==> src/rtl/arith_pkg.sv <==
// arith_pkg: shared arithmetic-unit types, nibble width and nibble-count helper
package arith_pkg;
    localparam int NIB_W = 4;
    typedef enum logic [1:0] {IDLE, RUN, DONE} state_e;
    function automatic int nib_count(input int width);
        return width / NIB_W;
    endfunction
endpackage

==> src/rtl/bls4.sv <==
// bls4: combinational 4-bit borrow-lookahead subtractor slice
//   x, y : minuend / subtrahend nibble
//   bi   : borrow-in
//   df   : x - y - bi (mod 16)
//   bo   : borrow-out
module bls4 (
    input  logic [3:0] x,
    input  logic [3:0] y,
    input  logic       bi,
    output logic [3:0] df,
    output logic       bo
);
    logic [3:0] g, p;
    logic [4:0] br;
    // a bit borrows when x=0,y=1; it passes an incoming borrow when x==y
    assign g = ~x & y;
    assign p = ~(x ^ y);
    assign br[0] = bi;
    assign br[1] = g[0] | (p[0] & bi);
    assign br[2] = g[1] | (p[1] & g[0]) | (p[1] & p[0] & bi);
    assign br[3] = g[2] | (p[2] & g[1]) | (p[2] & p[1] & g[0]) | (p[2] & p[1] & p[0] & bi);
    assign br[4] = g[3] | (p[3] & g[2]) | (p[3] & p[2] & g[1]) | (p[3] & p[2] & p[1] & g[0])
                 | (p[3] & p[2] & p[1] & p[0] & bi);
    assign df = x ^ y ^ br[3:0];
    assign bo = br[4];
endmodule

==> src/rtl/nibble_serial_sub.sv <==
// nibble_serial_sub: multi-cycle unsigned subtractor, one nibble per clock, LSB first
//   clk, rst            : clock, asynchronous active-high reset
//   in_valid/in_ready   : operand handshake (a, b, bin sampled at accept)
//   out_valid/out_ready : result handshake (d, bout held until taken)
//   d, bout             : (a - b - bin) mod 2^WIDTH, borrow-out
//   ovf                 : signed overflow, present only when SUB_OVF_EN is defined
module nibble_serial_sub
    import arith_pkg::*;
#(
    parameter int WIDTH = 16
) (
    input  logic             clk,
    input  logic             rst,
    input  logic             in_valid,
    output logic             in_ready,
    input  logic [WIDTH-1:0] a,
    input  logic [WIDTH-1:0] b,
    input  logic             bin,
    output logic             out_valid,
    input  logic             out_ready,
    output logic [WIDTH-1:0] d,
    output logic             bout
`ifdef SUB_OVF_EN
    ,
    output logic             ovf
`endif
);
    localparam int NIB   = nib_count(WIDTH);
    localparam int IDX_W = (NIB > 1) ? $clog2(NIB) : 1;

    state_e             state_q, state_d;
    logic [IDX_W-1:0]   idx_q, idx_d;
    logic               borrow_q, borrow_d;
    logic [WIDTH-1:0]   a_q, a_d, b_q, b_d;
    logic [WIDTH-1:0]   work_q, work_d;
    logic [WIDTH-1:0]   d_q, d_d;
    logic               bout_q, bout_d;
    logic [NIB_W-1:0]   df;
    logic               bo;
    logic               last;

    bls4 u_bls4 (
        .x (a_q[idx_q*NIB_W +: NIB_W]),
        .y (b_q[idx_q*NIB_W +: NIB_W]),
        .bi(borrow_q),
        .df(df),
        .bo(bo)
    );

    assign last = idx_q == IDX_W'(NIB - 1);

`ifdef SUB_OVF_EN
    logic ovf_q, ovf_d;
    assign ovf = ovf_q;
`endif

    always_comb begin
        state_d  = state_q;
        idx_d    = idx_q;
        borrow_d = borrow_q;
        a_d      = a_q;
        b_d      = b_q;
        work_d   = work_q;
        d_d      = d_q;
        bout_d   = bout_q;
`ifdef SUB_OVF_EN
        ovf_d    = ovf_q;
`endif
        if (state_q == IDLE) begin
            if (in_valid) begin
                a_d      = a;
                b_d      = b;
                borrow_d = bin;
                idx_d    = '0;
                state_d  = RUN;
            end
        end else if (state_q == RUN) begin
            work_d[idx_q*NIB_W +: NIB_W] = df;
            borrow_d = bo;
            idx_d    = idx_q + 1'b1;
            // results are published only once the top nibble is done
            if (last) begin
                d_d     = work_d;
                bout_d  = bo;
`ifdef SUB_OVF_EN
                ovf_d   = (a_q[WIDTH-1] != b_q[WIDTH-1]) && (work_d[WIDTH-1] != a_q[WIDTH-1]);
`endif
                idx_d   = '0;
                state_d = DONE;
            end
        end else if (out_ready) begin
            state_d = IDLE;
        end
    end

    always_ff @(posedge clk or posedge rst) begin
        if (rst) begin
            state_q  <= IDLE;
            idx_q    <= '0;
            borrow_q <= 1'b0;
            a_q      <= '0;
            b_q      <= '0;
            work_q   <= '0;
            d_q      <= '0;
            bout_q   <= 1'b0;
`ifdef SUB_OVF_EN
            ovf_q    <= 1'b0;
`endif
        end else begin
            state_q  <= state_d;
            idx_q    <= idx_d;
            borrow_q <= borrow_d;
            a_q      <= a_d;
            b_q      <= b_d;
            work_q   <= work_d;
            d_q      <= d_d;
            bout_q   <= bout_d;
`ifdef SUB_OVF_EN
            ovf_q    <= ovf_d;
`endif
        end
    end

    assign in_ready  = state_q == IDLE;
    assign out_valid = state_q == DONE;
    assign d         = d_q;
    assign bout      = bout_q;
endmodule

==> config.mk <==
export PLATFORM = sky130hd
export DESIGN_NAME = nibble_serial_sub
export DESIGN_NICKNAME = d
export VERILOG_FILES = /design/src/rtl/arith_pkg.sv /design/src/rtl/bls4.sv /design/src/rtl/nibble_serial_sub.sv
export SDC_FILE = /design/constraint.sdc
export NUM_CORES = 1
export LEC_CHECK = 0
export BUFFER_PORTS_ARGS = -buffer_cell sky130_fd_sc_hd__buf_2
export CAP_MARGIN = 20
export CORE_ASPECT_RATIO = 1.2
export CORE_UTILIZATION = 51
export DETAILED_ROUTE_END_ITERATION = 12
export PLACE_DENSITY = 0.76
export SLEW_MARGIN = 30
export SYNTH_ARGS = -nofsm -noshare
export SYNTH_HDL_FRONTEND = slang
export SYNTH_SLANG_ARGS = --single-unit
==> constraint.sdc <==
create_clock -name clk -period 2.7 [get_ports clk]
set_clock_uncertainty 0.2 [all_clocks]
set_input_delay 0 -clock clk [delete_from_list [all_inputs] [get_ports clk]]
set_output_delay 0 -clock clk [all_outputs]
set_load 0.01 [all_outputs]
# --- Yosys cells after proc, flatten, opt, wreduce, memory -nomap -nowiden ---
# Cells that the tools add are included.
# Widths: inputs -> output; s select.
totals:
  output_inout_bits: 19
  in_bits: 37
  regBits: 70
  wordCells: 72
classes:
  n_reduce_logical: 8
  eq_ne: 5
  shifts: 4
  add_sub_neg: 2
  n_bitwise: 32
  n_mux: 13
op_table:
  columns: ["op", "n"]
  rows:
  - ["$neg 4->34", 1]
  - ["$shift 4x34->16 const A", 1]
  - ["$shiftx 4x34->16", 1]
  - ["$shiftx 16x5->4", 2]
  - ["$mux 2", 9]
  - ["$and 1x1->1", 16]
  - ["$bwmux 16", 1]
  - ["$or 1x1->1", 10]
  - ["$not 4->4", 2]
  - ["$xor 4x4->4", 2]
  - ["$reduce_and 2->1", 3]
  - ["$reduce_and 3->1", 2]
  - ["$and 4x4->4", 1]
  - ["$eq 2x2->1 const B", 2]
  - ["$mux 1", 3]
  - ["$ne 3x3->1 const B", 1]
  - ["$reduce_bool 3->1", 1]
  - ["$add 2x1->2 const B", 1]
  - ["$eq 2x1->1 const B", 1]
  - ["$logic_not 2->1", 1]
  - ["$ne 2x2->1 const B", 1]
  - ["$reduce_bool 2->1", 1]
  - ["$not 1->1", 1]

# --- Depth between registers and ports, before layout ---
# Gate-level depths: netlist of the first run.
logic_depth:
  depth_word: 10
  ltp_mapped: 9
  mapped_depth_nobuf: 7

# --- By module ---
# A second synthesis of the first run with hierarchy kept.
unflattened:
  cells_unflattened: 286
  hier_area_um2: 3420.8
by_module_without_submodules:
  columns: ["mod", "instances", "cells_per_inst", "seq_area_each_um2", "area_per_inst_um2"]
  rows:
  - ["nibble_serial_sub", 1, 259, 1751.7, 3220.6]
  - ["bls4", 1, 27, 0.0, 200.2]

# --- Least setup slack after synthesis of the first run ---
# Ideal clock, no wire load.
synth_path:
  kind: "reg2reg"
  start: "register idx_q[0]"
  end: "register work_q[10]"
  slack_ns: 0.041
  period_less_slack_ns: 2.659
  n_path_buf: 2
  arrival_ns: 2.376
  t_required_ns: 2.416
  setup_time_ns: 0.084
  path_stages_with_launch: 10
  cell_sequence: "dfrtp_1 buf_4 buf_4 mux4_2 inv_1 ha_1 a21o_1 a211oi_4 o21ai_0 o21ai_0"
synth_between:
  elab_chain_len: 10
  word_cells_on_any_way: 26
  cone_classes: "1 x add/sub; 4 x shift; 1 x mux; 20 x bitwise"
synth_lines:
  columns: ["element", "line", "rtl"]
  rows:
  - ["start, declared", "nibble_serial_sub.sv:32", "logic [IDX_W-1:0] idx_q, idx_d;"]
  - ["start signal, assigned", "nibble_serial_sub.sv:111", "idx_q <= idx_d;"]
  - ["$shiftx 16x5->4, on equally long branches", "nibble_serial_sub.sv:43, nibble_serial_sub.sv:44", null]
  - ["$xor 4x4->4 / $not 4->4 (equally long branches)", "bls4.sv:17, bls4.sv:24, bls4.sv:16", null]
  - ["$not 4->4 / $and 4x4->4 (equally long branches)", "bls4.sv:17, bls4.sv:16", null]
  - ["$and 1x1->1", "bls4.sv:21", "assign br[3] = g[2] | (p[2] & g[1]) | (p[2] & p[1] & g[0]) | (p[2] & p[1] & p[0] & bi);"]
  - ["$or 1x1->1 / $and 1x1->1 (equally long branches) (2 in series)", "bls4.sv:21", null]
  - ["$or 1x1->1", "bls4.sv:21", null]
  - ["$xor 4x4->4", "bls4.sv:24", "assign df = x ^ y ^ br[3:0];"]
  - ["$shiftx 4x34->16", "nibble_serial_sub.sv:78", "work_d[idx_q*NIB_W +: NIB_W] = df;"]
  - ["$bwmux 16 (*)", "nibble_serial_sub.sv:78", null]
  - ["end signal, assigned", "nibble_serial_sub.sv:115", "work_q <= work_d;"]
  - ["end, declared", "nibble_serial_sub.sv:35", "logic [WIDTH-1:0] work_q, work_d;"]
# Mark *: on every way between the ends. The rest lies on a longest branch, timed or not.
# A chain may end at the register's enable or synchronous reset.

# --- Worst setup path in the final report of the first run ---
layout_path:
  start: "register idx_q[0]"
  end: "register d_q[3] (netlist: d[3])"
layout_between:
  elab_chain_len: 10
  word_cells_on_any_way: 28
  cone_classes: "1 x add/sub; 1 x eq/ne; 4 x shift; 1 x mux; 20 x bitwise; 1 x reduce/logical"
layout_lines:
  columns: ["element", "line", "rtl"]
  rows:
  - ["$shiftx 16x5->4, on equally long branches", "nibble_serial_sub.sv:43, nibble_serial_sub.sv:44", null]
  - ["$xor 4x4->4 / $not 4->4 (equally long branches)", "bls4.sv:17, bls4.sv:24, bls4.sv:16", null]
  - ["$not 4->4 / $and 4x4->4 (equally long branches)", "bls4.sv:17, bls4.sv:16", null]
  - ["$and 1x1->1", "bls4.sv:21", null]
  - ["$or 1x1->1 / $and 1x1->1 (equally long branches) (2 in series)", "bls4.sv:21", null]
  - ["$or 1x1->1", "bls4.sv:21", null]
  - ["$xor 4x4->4", "bls4.sv:24", null]
  - ["$shiftx 4x34->16", "nibble_serial_sub.sv:78", null]
  - ["$bwmux 16", "nibble_serial_sub.sv:78", null]
  - ["end signal, assigned", "nibble_serial_sub.sv:104", "d_q <= '0;"]
  - ["end signal, assigned", "nibble_serial_sub.sv:116", "d_q <= d_d;"]
  - ["end, declared", "nibble_serial_sub.sv:36", "logic [WIDTH-1:0] d_q, d_d;"]
# Several ways; a longest one is shown, not always the timed one.

==> results_dict.tcl, run 1 <==
set metrics [dict create \
    drive_gt1_share_pct 37.53 \
    p_comb_share_pct 55.5 \
    grt_pass1_vias 2684 \
    start_kind "flop" \
    dieArea_sq_um 6968 \
    crit_slowest_cell "mux4_2" \
    grt_pass1_wl_um 12560 \
    postSynthNetCount 323 \
    ys_types 39 \
    synth_warnings 0 \
    cts_tree "built" \
    first_pass_iters 5 \
    cts_buffers 9 \
    ir_drop_v 0.0007773 \
    rsz0062_at_grt "no" \
    syn_inst 275 \
    ys_seq_area_share_pct 51.76 \
    path_max_fanout 10 \
    relSlewSlack_pct 57.71 \
    required_ns 2.76 \
    worst_pin_slew_ns 0.6256 \
    synth_edf_count 0 \
    internal_power_uw 3672 \
    multi_input_area_sq_um 1546 \
    cts_root_buffer "clkbuf_8" \
    fin_tns_setup_ns 0 \
    syn_area_sq_um 3384 \
    netSwitchingFraction_pct 42.05 \
    routed_wl_um 7900 \
    final_util_pct 69.61 \
    critPathCaptureType "flop" \
    drtIter0Drc 197 \
    critPathArrivalTime_ns 2.64 \
    worstSetupPathType "flop to flop" \
    pwr-share-clk_pct 15.4 \
    avgSynthCellArea_sq_um 12.31 \
    synthFlopType "dfrtp_1" \
    leakagePower_uw 0.002010 \
    finalNetCount 424 \
    coreArea_sq_um 6406 \
    finalMaxSlewViolations 0 \
    finalCritPeriodShare_pct 95.73 \
    ios 56 \
    post_drt_via_cell_ratio 5.457 \
    switching_power_uw 2665 \
    drc 0 \
    final_cell_mix "dfrtp_1 (69), buf_2 (55), dlygate4sd3_1 (36)" \
    ys_async_sr_fraction_pct 100.0 \
    seqPwrFrac_pct 29.1 \
    min_period_ns 2.585 \
    cts.sinks 70 \
    clockBufferDepth 2 \
    wl_per_cell_um 16.95 \
    cp_slowest_stage_delay_ns 0.54 \
    layout_commonest_cell "dfrtp_1" \
    insertion_delay_ns 0.35 \
    area_growth_pct 31.76 \
    fp.dieW_um 76.37 \
    power_uw 6337 \
    dr_total_vias 2543 \
    diodes 0 \
    ys_ff_latch 70 \
    drv_cap 0 \
    seq_area_sq_um 1753 \
    cts_max_level 3 \
    power.density_nw_per_um2 1421 \
    crit_chain "buf_6, mux4_2, ha_1, a211oi_2, o21bai_2, xor2_4, o31ai_2" \
    die_y_um 91.24 \
    io_buffer_count 55 \
    overflow 0 \
    finalHoldViolCount 0 \
    grt_max_degree 71 \
    fp-row-count 32 \
    setup_violations 0 \
    fmax_mhz 386.9 \
    status "complete, no violations" \
    hp-class "primary input to async pin" \
    path_clk_slew_ns 0.08 \
    fillers 475 \
    ant_nets 0 \
    start_util_pct 52.83 \
    dpl.hpwl_um 4820 \
    antenna_found_initial 0 \
    gp_routability_congestion 0.8868 \
    grt_util_all_layers_pct 24.10 \
]
[worst max-delay path, delay by kind of cell, from the launching register on]
kind | cells | cell delay, ns
AOI/OAI and AO/OA | 3 | 0.65
xor gates and xnor gates | 1 | 0.21
adders and majority gates | 1 | 0.32
buffers and inverters | 1 | 0.15
DFF | 1 | 0.41
muxes | 1 | 0.54
[area by class of cell]
cell class                      instances  area share, %
Tap cell                               85          2.385
Clock inverter                          5          1.824
Timing Repair Buffer                  103          17.31
Multi-Input combinational cell        179          34.68
Clock buffer                           11          3.395
Inverter                               13          1.094
Sequential cell                        70          39.31
[per-layer routing]
layer	vias up	part of all wire (%)	GRT usage (%)
met5	-	0	0
met2	71	55	43.47
met3	21	3.2	5.126
met4	0	3.3	11.86
li1	1198	-	-
met1	1253	38	26.69
[power groups by stage]
stage          sequential (uW)  combinational [uW]  clock (uW)
4_1_cts                   1830                3160         988
3_5_place_dp              1850                3020           0
6_report                  1850                3520         976
3_3_place_gp              1820                2930           0
5_1_grt                   1900                3820        1030
2_1_floorplan             1780                2310           0
[cells in the mapped netlist, types with 3 or more instances]
cell,count,area share [%]
nor2_1,21,2.3
a221oi_1,4,1.0
ha_1,10,3.7
nor3b_1,3,0.67
mux2_2,32,11
a21oi_1,13,1.9
buf_6,5,1.7
nand2b_1,4,0.74
buf_4,3,0.67
inv_1,13,1.4
a22o_1,8,2.1
clkbuf_1,3,0.33
nor4b_1,3,0.78
o31ai_1,14,3.1
mux4_2,8,5.3
dfrtp_1,70,52
nand4bb_1,3,1.0
nand2_1,25,2.8
o21ai_0,12,1.8
[what timing repair did]
action | CTS | global route
pin swaps | 0 | 5
setup buffers | 0 | 2
gates cloned | 0 | 1
setup endpoints to repair | 5 | 16
hold buffers | 36 | 0
resized for setup | 2 | 16
hold endpoints to repair | 105 | 0
[through the flow]
step           hold WS, ns  instances  instance area (sq um)  setup WS (ns)
3_3_place_gp       -0.1001        411                   3759        0.06524
4_1_cts            0.07241        463                   4359       0.002741
5_1_grt             0.1132        466                   4459        0.01577
3_5_place_dp      -0.09733        411                   3759      -0.006727
2_1_floorplan      -0.1109        275                   3385        0.04054
6_report           0.06174        466                   4459         0.1154
[kinds of logic after synthesis]
logic type | after synthesis | synth area share (%)
XOR/XNOR | 2 | 0.7395
AND/OR/NAND/NOR | 67 | 10.43
adder cells (fa/ha/maj) | 11 | 4.288
buffers and inverters | 26 | 4.399
multiplexers | 41 | 16.27
flip-flops | 70 | 51.76
AO/OA/AOI/OAI | 58 | 12.13
[state kept, by name (all words and copies together), names as in the netlist]
name	cells
d	16
borrow_q	1
state_q	2
idx_q	2
a_q	16
b_q	16
work_q	16
bout	1
[worst paths after layout]
path | startpoint | end | slack, ns | cells past startpoint
worst max-delay path | idx_q[0] | d[3] | 0.12 | 7
worst min-delay path | rst | a_q[5] | 0.06 | 4
worst max register to register | idx_q[0] | d[3] | 0.12 | 7
worst min register to register | d[0] | d[0] | 0.27 | 2
max in group asynchronous | rst | idx_q[0] | 1.95 | 4
min in group clk | out_ready | state_q[1] | 0.18 | 3
Note: power is estimated with default switching activity, not from simulation.
==> inputs of run 2 (changes only) <==
CORE_UTILIZATION = 56   (was 51)
PLACE_DENSITY = 0.79   (was 0.76)
clock period = 2.9 ns   (was 2.7 ns; I/O delays follow)
==> results_dict.tcl, run 2 (synthesized netlist as in run 1, its figures left out) <==
set metrics [dict create \
    netSwitchingFraction_pct 42.53 \
    post_drt_via_cell_ratio 5.618 \
    dpl.hpwl_um 5023 \
    final_cell_mix "dfrtp_1 (70), buf_2 (55), dlygate4sd3_1 (36)" \
    first_pass_iters 4 \
    finalNetCount 419 \
    ant_nets 0 \
    start_util_pct 58.93 \
    ios 56 \
    grt_max_degree 38 \
    drc 0 \
    rsz0062_at_grt "no" \
    finalHoldViolCount 0 \
    path_clk_slew_ns 0.08 \
    io_buffer_count 55 \
    dieArea_sq_um 6360 \
    ir_drop_v 0.0009426 \
    cts_buffers 9 \
    seqPwrFrac_pct 31.4 \
    insertion_delay_ns 0.35 \
    fin_area_sq_um 4308 \
    cts_max_level 3 \
    final_util_pct 75.01 \
    status "complete, no violations" \
    fillers 375 \
    critPathArrivalTime_ns 2.75 \
    overflow 0 \
    leakagePower_uw 0.001953 \
    fmax_mhz 366.5 \
    cts.sinks 70 \
    drv_cap 0 \
    drtIter0Drc 200 \
    place_area_sq_um 3725 \
    layout_commonest_cell "dfrtp_1" \
    finalMaxSlewViolations 0 \
    coreArea_sq_um 5743 \
    antenna_found_initial 0 \
    critPathCaptureType "flop" \
    fin_tns_setup_ns 0 \
    relSlewSlack_pct 51.19 \
    worstSetupPathType "flop to flop" \
    finalNonFillerCells 456 \
    start_kind "flop" \
    setup_violations 0 \
    cts_tree "built" \
    drive_gt1_share_pct 33.78 \
    path_max_fanout 7 \
    area_growth_pct 27.28 \
    routed_wl_um 8167 \
    p_comb_share_pct 52.4 \
    wl_per_cell_um 17.91 \
    cts_root_buffer "clkbuf_8" \
    diodes 0 \
    grt_pass1_vias 2634 \
    die_y_um 87.16 \
    grt_pass1_wl_um 13300 \
    finalCritPeriodShare_pct 94.08 \
    switching_power_uw 2328 \
    internal_power_uw 3145 \
    hp-class "primary input to async pin" \
    dr_total_vias 2562 \
    power.density_nw_per_um2 1270 \
    clockBufferDepth 2 \
    dp_cells 404 \
    pwr-share-clk_pct 16.2 \
    fp.dieW_um 72.97 \
    cts_resized 0 \
    required_ns 2.93 \
    worst_pin_slew_ns 0.7311 \
    grt_util_all_layers_pct 29.22 \
    min_period_ns 2.728 \
    fp-row-count 30 \
    gp_routability_congestion 0.8452 \
]
-- run 2: cell types whose count changed in the layout (fill, tap and decap cells not counted), sizes merged --
| cell | before | now |
|---|---|---|
| clkbuf | 12 | 9 |
| clkinv | 2 | 4 |
| buf | 66 | 62 |
-- run 2: power groups by stage --
stage          logic, uW  clock network (uW)  registers (uW)
6_report            2870                 886            1720
5_1_grt             3120                 927            1780
4_1_cts             2820                 886            1710
3_5_place_dp        2760                   0            1720
3_3_place_gp        2680                   0            1700
2_1_floorplan       2150                   0            1650
-- run 2: layout make-up --
| type | instances | area [sq um] | share of cell area [%] |
|---|---|---|---|
| clock buffer | 9 | 123.9 | 2.875 |
| timing repair buffer | 98 | 700.7 | 16.26 |
| sequential | 70 | 1752 | 40.66 |
| tap | 80 | 100.1 | 2.324 |
| clock inverter | 7 | 98.84 | 2.295 |
| inverter | 13 | 48.80 | 1.133 |
| multi-input combinational | 179 | 1484 | 34.45 |
-- run 2: worst max-delay path, cell delays in order (launching register included) --
cell     delay, ns
dfrtp_1       0.37
buf_4         0.19
mux4_2        0.52
ha_1          0.36
o21ai_0       0.30
nor2_1        0.19
o21ai_0       0.33
o21ai_0       0.15
-- run 2: metrics by stage --
step / setup slack (ns) / total power [uW] / hold WS, ns
after global placement: 0.2524 / 4385 / -0.03947
final: 0.1716 / 5472 / 0.1343
after detailed placement: 0.2204 / 4478 / -0.03087
after floorplan: 0.2405 / 3809 / -0.1109
after global routing: 0.02890 / 5826 / 0.1965
after CTS: 0.2051 / 5411 / 0.1386
-- run 2: what timing repair did --
item                                   CTS  global route
hold buffers                            36             0
endpoints found under the hold margin   68             0
buffers inserted                         0             0
-- run 2: final timing paths --
| kind | startpoint | slack [ns] | cells past startpoint | to |
|---|---|---|---|---|
| max reg2reg | idx_q[0] | 0.17 | 7 | work_q[2] |
| max in group asynchronous | rst | 1.72 | 4 | d[8] |
| min in group clk | out_ready | 0.19 | 3 | state_q[1] |
| min reg2reg | work_q[3] | 0.28 | 2 | work_q[3] |
| min | rst | 0.13 | 3 | state_q[0] |
| max | idx_q[0] | 0.17 | 7 | work_q[2] |
-- run 2: routing by layer --
layer | GRT usage, % | up-vias | part of all wire (%)
li1 | - | 1187 | -
met1 | 35.96 | 1280 | 41
met2 | 50.47 | 80 | 53
met3 | 6.597 | 15 | 4.0
met4 | 10.34 | 0 | 2.1
met5 | 0 | - | 0
